===== config.mk =====
export PLATFORM = sky130hd
export DESIGN_NAME = return_address_stack_flat
export DESIGN_NICKNAME = d
export VERILOG_FILES = /design/src/rtl/return_address_stack_pkg.sv /design/src/rtl/return_address_stack_if.sv /design/src/rtl/return_address_stack_ras_entry_array.sv /design/src/rtl/return_address_stack.sv /design/src/flat_wrapper.sv
export SDC_FILE = /design/constraint.sdc
export NUM_CORES = 1
export LEC_CHECK = 0
export ABC_AREA = 0
export CAP_MARGIN = 0
export CORE_MARGIN = 8
export CORE_UTILIZATION = 50
export DETAILED_ROUTE_END_ITERATION = 7
export GPL_TIMING_DRIVEN = 0
export PLACE_DENSITY = 0.81
export SETUP_SLACK_MARGIN = 0.02
export SLEW_MARGIN = 10
export SYNTH_ARGS = -nofsm -noshare
export SYNTH_HDL_FRONTEND = slang
export SYNTH_SLANG_ARGS = --single-unit

===== constraint.sdc =====
create_clock -name clk -period 12.35 [get_ports clk]
set_input_delay 2.47 -clock clk [delete_from_list [all_inputs] [get_ports clk]]
set_output_delay 2.47 -clock clk [all_outputs]
set_load 0.005 [all_outputs]

===== src/rtl/return_address_stack_pkg.sv =====
// Shared fetch-unit types for the return address stack.
//   RAS_ENTRY_NUM / RAS_ENTRY_NUM_BIT_WIDTH : stack depth and index width
//   INSN_BYTE_WIDTH                         : return address = call PC + this
//   RAS_IndexPath / RAS_CountPath           : stack pointer and occupancy types
//   RAS_CheckpointPath                      : {tos, count, topAddr} snapshot
//   BranchPred                              : per-insn prediction, carries the RAS checkpoint
package return_address_stack_pkg;

  localparam int PC_W                    = 32;
  localparam int RAS_ENTRY_NUM           = 8;
  localparam int RAS_ENTRY_NUM_BIT_WIDTH = $clog2(RAS_ENTRY_NUM);
  localparam int INSN_BYTE_WIDTH         = 4;

  typedef logic [PC_W-1:0]                    PC_Path;
  typedef logic [RAS_ENTRY_NUM_BIT_WIDTH-1:0] RAS_IndexPath;
  // One extra bit so a full stack (count == RAS_ENTRY_NUM) is representable.
  typedef logic [RAS_ENTRY_NUM_BIT_WIDTH:0]   RAS_CountPath;

  typedef struct packed {
    RAS_IndexPath tos;
    RAS_CountPath count;
    PC_Path       topAddr;
  } RAS_CheckpointPath;

  typedef struct packed {
    logic              taken;
    PC_Path            target;
    RAS_CheckpointPath rasCkpt;
  } BranchPred;

  // Link address pushed by a call: the insn following it, wrapping mod 2^PC_W.
  function automatic PC_Path ReturnAddr(input PC_Path pc);
    return pc + PC_Path'(INSN_BYTE_WIDTH);
  endfunction

endpackage


===== src/rtl/return_address_stack_if.sv =====
// Fetch/decode <-> return address stack connection.
//   master : fetch + resolver side (drives fetch candidates and recovery)
//   slave  : the stack (drives prediction and checkpoint)
interface return_address_stack_if;
  import return_address_stack_pkg::*;

  logic              stall;
  logic              fetchValid;
  logic              fetchIsCall;
  logic              fetchIsReturn;
  PC_Path            fetchPC;
  logic              predValid;
  PC_Path            predAddr;
  RAS_CheckpointPath checkpoint;
  logic              recover;
  RAS_CheckpointPath recoverCkpt;
  logic              recoverIsCall;
  logic              recoverIsRet;
  PC_Path            recoverPC;

  modport master (
    output stall, fetchValid, fetchIsCall, fetchIsReturn, fetchPC,
    output recover, recoverCkpt, recoverIsCall, recoverIsRet, recoverPC,
    input  predValid, predAddr, checkpoint
  );

  modport slave (
    input  stall, fetchValid, fetchIsCall, fetchIsReturn, fetchPC,
    input  recover, recoverCkpt, recoverIsCall, recoverIsRet, recoverPC,
    output predValid, predAddr, checkpoint
  );
endinterface


===== src/rtl/return_address_stack_ras_entry_array.sv =====
// RAS storage: RAS_ENTRY_NUM x PC_W register file, one write port and one
// asynchronous read port (the top of stack). Entries are not reset.
//   clk        : clock
//   writeEnable: commit writeData to entry[writeIndex] at the clock edge
//   writeIndex : entry to write
//   writeData  : value to write
//   readIndex  : entry to read
//   readData   : entry[readIndex], combinational
module ras_entry_array
  import return_address_stack_pkg::*;
(
  input  logic         clk,
  input  logic         writeEnable,
  input  RAS_IndexPath writeIndex,
  input  PC_Path       writeData,
  input  RAS_IndexPath readIndex,
  output PC_Path       readData
);

  PC_Path entryReg [RAS_ENTRY_NUM];

  always_ff @(posedge clk) begin
    if (writeEnable) begin
      entryReg[writeIndex] <= writeData;
    end
  end

  assign readData = entryReg[readIndex];

endmodule


===== src/rtl/return_address_stack.sv =====
// Fetch-side return address stack. Predicts return targets, exports a
// checkpoint of its pre-update state for every fetched insn, and rolls back
// to such a checkpoint when the resolver flushes.
//   clk : clock
//   rst : synchronous active-high reset
//   bus : slave side of return_address_stack_if (fetch inputs, recovery
//         inputs, predValid/predAddr/checkpoint outputs)
module return_address_stack
  import return_address_stack_pkg::*;
(
  input  logic                  clk,
  input  logic                  rst,
  return_address_stack_if.slave bus
);

  localparam RAS_CountPath FULL_COUNT = RAS_CountPath'(RAS_ENTRY_NUM);
  localparam RAS_IndexPath ONE_INDEX  = RAS_IndexPath'(1);

  RAS_IndexPath tosReg, tosNext;
  RAS_CountPath countReg, countNext;
  PC_Path       topAddr;

  logic         writeEnable;
  RAS_IndexPath writeIndex;
  PC_Path       writeData;

  logic         doPush, doPop;
  RAS_IndexPath baseTos;
  RAS_CountPath baseCount;
  logic         opCall, opRet;
  PC_Path       opPC;
  PC_Path       retAddr;

  ras_entry_array entryArray (
    .clk        (clk),
    .writeEnable(writeEnable),
    .writeIndex (writeIndex),
    .writeData  (writeData),
    .readIndex  (tosReg),
    .readData   (topAddr)
  );

  // Recovery restores {tos,count,entry[tos]} from the checkpoint and then
  // replays the flushing insn's own effect. Both normal fetch and recovery
  // therefore reduce to "apply op to a base state"; only the base differs.
  // The restore write and the op's write collapse into one physical write:
  //   - no op / pop : restore entry[ckpt.tos]
  //   - push        : write ckpt.tos+1; the restore is dropped since
  //                   ckpt.tos is no longer the top afterwards
  //   - replace     : write ckpt.tos with the new link address
  always_comb begin
    doPush      = bus.fetchValid & bus.fetchIsCall   & ~bus.stall;
    doPop       = bus.fetchValid & bus.fetchIsReturn & ~bus.stall;

    baseTos     = tosReg;
    baseCount   = countReg;
    opCall      = doPush;
    opRet       = doPop;
    opPC        = bus.fetchPC;
    if (bus.recover) begin
      baseTos   = bus.recoverCkpt.tos;
      baseCount = bus.recoverCkpt.count;
      opCall    = bus.recoverIsCall;
      opRet     = bus.recoverIsRet;
      opPC      = bus.recoverPC;
    end
    retAddr     = ReturnAddr(opPC);

    tosNext     = baseTos;
    countNext   = baseCount;
    writeEnable = bus.recover & ~rst;
    writeIndex  = bus.recoverCkpt.tos;
    writeData   = bus.recoverCkpt.topAddr;

    if (opCall && opRet) begin
      // Coroutine JALR: swap the top in place.
      writeEnable = ~rst;
      writeIndex  = baseTos;
      writeData   = retAddr;
      if (baseCount == '0) begin
        countNext = RAS_CountPath'(1);
      end
    end else if (opCall) begin
      // Overflow wraps and overwrites the oldest entry.
      tosNext     = baseTos + ONE_INDEX;
      writeEnable = ~rst;
      writeIndex  = baseTos + ONE_INDEX;
      writeData   = retAddr;
      countNext   = (baseCount >= FULL_COUNT) ? FULL_COUNT : baseCount + RAS_CountPath'(1);
    end else if (opRet) begin
      // Underflow still moves tos so that push/pop pairs stay aligned.
      tosNext   = baseTos - ONE_INDEX;
      countNext = (baseCount == '0) ? '0 : baseCount - RAS_CountPath'(1);
    end
  end

  always_ff @(posedge clk) begin
    if (rst) begin
      tosReg   <= '0;
      countReg <= '0;
    end else begin
      tosReg   <= tosNext;
      countReg <= countNext;
    end
  end

  assign bus.predValid          = (countReg != '0);
  assign bus.predAddr           = bus.predValid ? topAddr : '0;
  assign bus.checkpoint.tos     = tosReg;
  assign bus.checkpoint.count   = countReg;
  assign bus.checkpoint.topAddr = topAddr;

endmodule


===== src/flat_wrapper.sv =====
// flat-port wrapper written by rule: the top's interface ports become plain ports
module return_address_stack_flat import return_address_stack_pkg::*;
  (clk, rst, bus_stall, bus_fetchValid, bus_fetchIsCall, bus_fetchIsReturn, bus_fetchPC, bus_recover, bus_recoverCkpt, bus_recoverIsCall, bus_recoverIsRet, bus_recoverPC, bus_predValid, bus_predAddr, bus_checkpoint);
  return_address_stack_if bus_i ();
  input  logic clk;
  input  logic rst;
  input wire logic [$bits(bus_i.stall)-1:0] bus_stall;
  input wire logic [$bits(bus_i.fetchValid)-1:0] bus_fetchValid;
  input wire logic [$bits(bus_i.fetchIsCall)-1:0] bus_fetchIsCall;
  input wire logic [$bits(bus_i.fetchIsReturn)-1:0] bus_fetchIsReturn;
  input wire logic [$bits(bus_i.fetchPC)-1:0] bus_fetchPC;
  input wire logic [$bits(bus_i.recover)-1:0] bus_recover;
  input wire logic [$bits(bus_i.recoverCkpt)-1:0] bus_recoverCkpt;
  input wire logic [$bits(bus_i.recoverIsCall)-1:0] bus_recoverIsCall;
  input wire logic [$bits(bus_i.recoverIsRet)-1:0] bus_recoverIsRet;
  input wire logic [$bits(bus_i.recoverPC)-1:0] bus_recoverPC;
  output wire logic [$bits(bus_i.predValid)-1:0] bus_predValid;
  output wire logic [$bits(bus_i.predAddr)-1:0] bus_predAddr;
  output wire logic [$bits(bus_i.checkpoint)-1:0] bus_checkpoint;
  assign bus_i.stall = bus_stall;
  assign bus_i.fetchValid = bus_fetchValid;
  assign bus_i.fetchIsCall = bus_fetchIsCall;
  assign bus_i.fetchIsReturn = bus_fetchIsReturn;
  assign bus_i.fetchPC = bus_fetchPC;
  assign bus_i.recover = bus_recover;
  assign bus_i.recoverCkpt = bus_recoverCkpt;
  assign bus_i.recoverIsCall = bus_recoverIsCall;
  assign bus_i.recoverIsRet = bus_recoverIsRet;
  assign bus_i.recoverPC = bus_recoverPC;
  assign bus_predValid = bus_i.predValid;
  assign bus_predAddr = bus_i.predAddr;
  assign bus_checkpoint = bus_i.checkpoint;
  return_address_stack u_core (.clk(clk), .rst(rst), .bus(bus_i));
endmodule

# --- After elaboration in Yosys (flattened, before gate mapping) ---
# Memory sizes are Yosys's and may differ from the RTL's. A register that Yosys moved wholly into a read port is not among the register bits.
# Cells that the tools add are included.
word_totals:
  input_bits: 112
  reg_bits: 7
  output_inout_bits: 72
  ram_bits: 256
  elab_cells: 43
  memories: 1
memory_table:
  columns: ["memory", "depth", "width", "read_ports", "rd_ports_with_merged_regs", "write_ports", "line_no", "text"]
  rows:
  - ["u_core.entryArray.entryReg", 8, 32, 1, 1, 1, "return_address_stack_ras_entry_array.sv:20", "PC_Path entryReg [RAS_ENTRY_NUM];"]
op_classes:
  muxes: 24
  magnitude_cmp: 1
  reduce_logical: 3
  bitwise_logic: 7
  add_sub_neg: 5
ops:
  columns: ["operator", "count"]
  rows:
  - ["two-way mux 32 bit", 4]
  - ["adder 32 x 3 -> 32 bit, second input constant", 1]
  - ["two-way mux 4 bit", 7]
  - ["two-way mux 3 bit", 7]
  - ["two-way mux 1 bit", 6]
  - ["AND 1 bit", 5]
  - ["adder 4 x 1 -> 4 bit, second input constant", 1]
  - [">= comparator 4 bit, second input constant", 1]
  - ["zero test 4 bit", 1]
  - ["nonzero test 4 bit", 1]
  - ["subtractor 4 x 1 -> 4 bit, second input constant", 1]
  - ["adder 3 x 1 -> 3 bit, second input constant", 1]
  - ["subtractor 3 x 1 -> 3 bit, second input constant", 1]
  - ["NOT 1 bit", 2]
  - ["logical AND 1 bit", 1]

# --- Logic depth before layout (Yosys ltp) ---
# Gate-level depths: netlist of run 1.
depth:
  word_depth: 7
  ltp_mapped: 12
  mapped_depth_nobuf: 7

# --- Cells and area by module ---
# A second synthesis of run 1 with hierarchy kept.
unflattened:
  hier_cells: 755
  hier_area_um2: 12383.1
by_module_without_submodules:
  columns: ["module", "seq_area_each_um2", "area_each_um2", "n_inst", "cells_each"]
  rows:
  - ["ras_entry_array", 7687.4, 9825.7, 1, 383]
  - ["return_address_stack", 140.1, 2557.5, 1, 372]

# --- Worst setup path after synthesis of run 1 ---
# OpenSTA, ideal clock, no wires.
synth_path:
  path_type: "input -> register"
  from: "input bus_recover"
  to: "memory u_core.entryArray.entryReg[6][0] (netlist name) (enable)"
  path_slack_ps: 6195
  path_buffers: 3
  stages: 10
  arrival_ps: 5723
  required_time_ps: 11918
  setup_time_ps: 432
  path_cell_list: "buf_6 -> buf_2 -> buf_2 -> mux2i_1 -> inv_1 -> ha_1 -> nand3_1 -> xor2_1 -> nand3_1 -> a21oi_1"
synth_between:
  elab_chain_len: 5
  elab_cells_between_ends: 12
  classes_between: "1 x add/sub; 9 x mux; 1 x bitwise; 1 x reduce/logical"
synth_rtl:
  columns: ["element", "line_no", "text"]
  rows:
  - ["start: declaration", "flat_wrapper.sv:12", "input wire logic [$bits(bus_i.recover)-1:0] bus_recover;"]
  - ["branches (longest 5 deep; another with adder 3 x 1 -> 3 bit)", null, null]
  - ["end: declaration", "return_address_stack_ras_entry_array.sv:20", null]
# Parallel ways; which one is timed is not known.

# --- Final worst setup path of run 1 ---
layout_path:
  from: "input bus_recover"
  to: "memory u_core.entryArray.entryReg[0][26] (netlist name), data pin"
layout_between:
  elab_chain_len: 4
  elab_cells_between_ends: 7
  classes_between: "1 x add/sub; 5 x mux; 1 x reduce/logical"
layout_rtl:
  columns: ["element", "line_no", "text"]
  rows:
  - ["two-way mux 32 bit", "return_address_stack.sv:60", "if (bus.recover) begin"]
  - ["adder 32 x 3 -> 32 bit", "return_address_stack_pkg.sv:33", "return pc + PC_Path'(INSN_BYTE_WIDTH);"]
  - ["two-way mux 32 bit", "return_address_stack.sv:83", "end else if (opCall) begin"]
  - ["two-way mux 32 bit (*)", "return_address_stack.sv:75", "if (opCall && opRet) begin"]
  - ["named net u_core.entryArray.writeData[26]", "return_address_stack_ras_entry_array.sv:15", "input PC_Path writeData,"]
# Mark *: on every way through the listed nets, which the timed path passes. The rest lies on a longest branch.

==> results of run 1 <==
-- kinds of logic after synthesis --
logic type,count (synthesis),synth area share
AND/OR/NAND/NOR,184,0.08430
multiplexers,136,0.1826
adder cells (fa/ha/maj),6,0.006183
AO/OA/AOI/OAI,89,0.04844
buffers and inverters,49,0.01793
flip-flops,263,0.6447
XOR/XNOR,22,0.01587
-- path summary, 6_finish.rpt --
check / endpoint / start / slack [ns]
hold reg to reg: u_core.countReg[0] / u_core.countReg[0] / 0.80
setup / recovery: u_core.entryArray.entryReg[0][26] / bus_recover / 5.83
hold / removal: u_core.countReg[0] / u_core.countReg[0] / 0.80
setup reg to reg: u_core.entryArray.entryReg[7][3] / u_core.tosReg[0] / 8.64
-- stage by stage --
step                cell area (sq um)  setup slack (ns)
CTS                             15440             6.006
finish                          15440             5.828
detailed placement              14650             5.486
global placement                14360             4.096
floorplan                       12140             6.195
global route                    15440             5.761
-- report_power, final --
group / internal, W / total (W) / switching (W)
sequential: 0.00102 / 0.00103 / 0.00000787
combinational: 0.000267 / 0.000509 / 0.000243
clock: 0.000425 / 0.000742 / 0.000317
total: 0.00171 / 0.00228 / 0.000568
-- registers in the layout, summed over array words and instances, names as in the netlist --
name,count
u_core.countReg,4
u_core.entryArray.entryReg,256
u_core.tosReg,3
-- cells in the mapped netlist, types with 5 or more instances --
cell        n  share of area
edfxtp_1  256           0.63
mux4_2     64           0.12
nand2_1    46          0.014
mux2_2     44          0.041
and2_1     34          0.018
mux2i_1    28          0.023
clkbuf_1   23         0.0071
nand3_1    23         0.0095
nor2_1     22         0.0068
a21oi_1    19         0.0078
o21ai_0    19         0.0078
xnor2_1    13         0.0094
buf_2      12         0.0049
nand4_1    12         0.0062
nor3_1      9         0.0037
xor2_1      9         0.0065
and3_1      8         0.0041
inv_1       8         0.0025
o31ai_1     8         0.0049
dfxtp_1     7          0.012
nand4b_1    7         0.0050
a31oi_1     6         0.0031
ha_1        6         0.0062
a22oi_1     5         0.0031
-- metal layers --
metal / part of all wire / up-vias / track usage
met5: 0.00059 / - / 0
met4: 0.044 / 4 / 0.09445
met3: 0.11 / 114 / 0.05325
met2: 0.48 / 563 / 0.3903
met1: 0.36 / 4050 / 0.3035
li1: - / 3462 / -
-- worst max-delay path, cell delays in order --
cell	delay, ns
buf_6	0.13
buf_8	0.16
buf_2	0.32
buf_1	0.60
buf_2	0.48
mux2_2	0.23
ha_1	0.24
nand4b_1	0.23
a22oi_1	0.25
nand4_1	0.44
mux2_2	0.45
nor3_1	0.68
-- cell usage in the layout (no fill, tap or decap), types with 9 or more instances in the layout --
master / netlist / routed
nand4_1: 12 / 12
a21oi_1: 19 / 17
buf_2: 12 / 12
nand2_1: 46 / 46
xnor2_1: 13 / 13
nor2_1: 22 / 16
clkbuf_1: 23 / 31
mux4_2: 64 / 64
o21ai_0: 19 / 19
mux2_2: 44 / 44
clkbuf_16: 0 / 27
edfxtp_1: 256 / 256
nand3_1: 23 / 23
clkdlybuf4s50_1: 0 / 181
mux2i_1: 28 / 28
and2_1: 34 / 34
xor2_1: 9 / 9
nor3_1: 9 / 9
-- final cells by class --
type | instances | share of cell area
Tap cell | 324 | 0.02626
Clock inverter | 11 | 0.004701
Timing Repair Buffer | 191 | 0.1316
Sequential cell | 263 | 0.5070
Inverter | 8 | 0.001945
Multi-Input combinational cell | 437 | 0.2697
Buffer | 41 | 0.01216
Clock buffer | 36 | 0.04660
==> summary.md, run 1 <==
| Metric | Value |
|---|---|
| Status | finished, final reports clean |
| Vias/cell | 6.249 |
| Initial DRC Count | 926 |
| Worst VDD drop | 0.09304 mV |
| Unrepaired setup endpoints after global routing | false |
| Fin util | 0.6405 |
| Cts repair resizes | 0 |
| Reg area | 7828 sq um |
| Period Utilization, post-route | 0.5281 |
| Reg clk slew, reported paths | 0.06 ns |
| Pins Over Slew Limit | 0 |
| H-tree depth | 1 |
| Slew @ Worst Pin | 1.145 ns |
| Height of the die | 171.8 microns |
| Final hold violations | 0 |
| Pwr per Cell Area | 147.7 nW/um^2 |
| Multi-input gate area | 4164 sq um |
| Final Hold Slack | 0.8032 ns |
| Number of core rows | 57 |
| Syn nets | 867 |
| Netlist cell types | 57 |
| IO Port Bufs | 181 |
| Mapped cell area | 12140 sq um |
| Clock Tree Buf Depth | 3 |
| Arr. time, crit path | 6.72 ns |
| Critical Path Source Type | input pin |
| WL/cell | 26.94 microns |
| Pleak | 5.096 nW |
| DRC viols | 0 |
| Finished Layout Cells | 1311 |
| Placer Congestion | 0.8849 |
| Setup crit end kind | register |
| Global Route Usage Sum | 0.2375 |
| Post CTS Setup Buffer Count | 0 |
| Number of routed nets with antenna violations | 0 |
| Number of global-route vias before repair | 8255 |
| Largest net degree at the start of global routing | 22 |
| Crit Path Category | in2reg |
| Worst hold-check path type | reg2reg |
| Synth Instances | 749 |
| DP HPWL | 24.66 mm |
| Slew HR | 0.2367 |
| Die Area | 29530 sq um |
| Worst-Skew Late Latency | 0.53 ns |
| Avg Cell Area, Syn | 16.21 sq um |
| Synthesis Warnings | 0 |
| Synth async-reset ratio | 0 |
| Via count | 8193 |
| Initial antenna violation count | 2 |
| Area growth from synthesis to layout | 27.15% |
| Fraction of layout cells with a size suffix above 1 | 0.1803 |
| Number of I/O pins | 184 |
| Hold Buf Count CTS | 0 |
| Clock Sinks | 263 |
| CORE AREA | 24110 sq um |
| Most used DFF post-synth | edfxtp_1 |
| Fmax | 0.1533 GHz |
| Drt pass-1 iters | 5 |
| Fin crit period | 6.522 ns |
| Ant diodes | 0 |
| Cts bufs inserted | 26 |
| WL final | 35.32 mm |
| Register bit total from synthesis | 263 |
| Fill cell count | 1737 |
| Die X | 171.8 microns |
| Final Skew | 0.01730 ns |
| Initial core utilization | 0.5037 |
| Post-synth EDFFs | 256 |
| Setup violators final | 0 |
| TNS Setup | 0 ns |
| Worst Hold Depth | 3 |
| Max Cap Viol | 0 |
| Nets | 1086 |
| Remaining Overflow, GRT | 0 |
| Critical Path RT | 12.55 ns |
| CTS tree | yes |
| Sequential area share after synthesis | 0.6447 |
| First-pass GRT wire length | 51.27 mm |
| Reg2reg path depth | 10 |
| CP max FO | 10 |
| Power Total | 0.002280 W |
| Cell count after placement | 1264 |
| Clock root buffer | clkbuf_16 |
No activity file was read; power rests on OpenSTA's default activity.
==> inputs of run 2 (changes only) <==
- clock period: 12.35 -> 6.83 ns (I/O delays scaled with it)
==> results of run 2 <==
Same layout as run 1 (identical final DEF). Status: finished, final reports clean.
Among the figures that moved: setup slack after placement 5.486 ns -> 1.070 ns; setup slack after layout 5.828 ns -> 1.412 ns; register-to-register setup slack 8.64 ns -> 3.12 ns; total power 0.002280 W -> 0.004122 W; worst IR drop on VDD 0.09304 mV -> 0.1682 mV
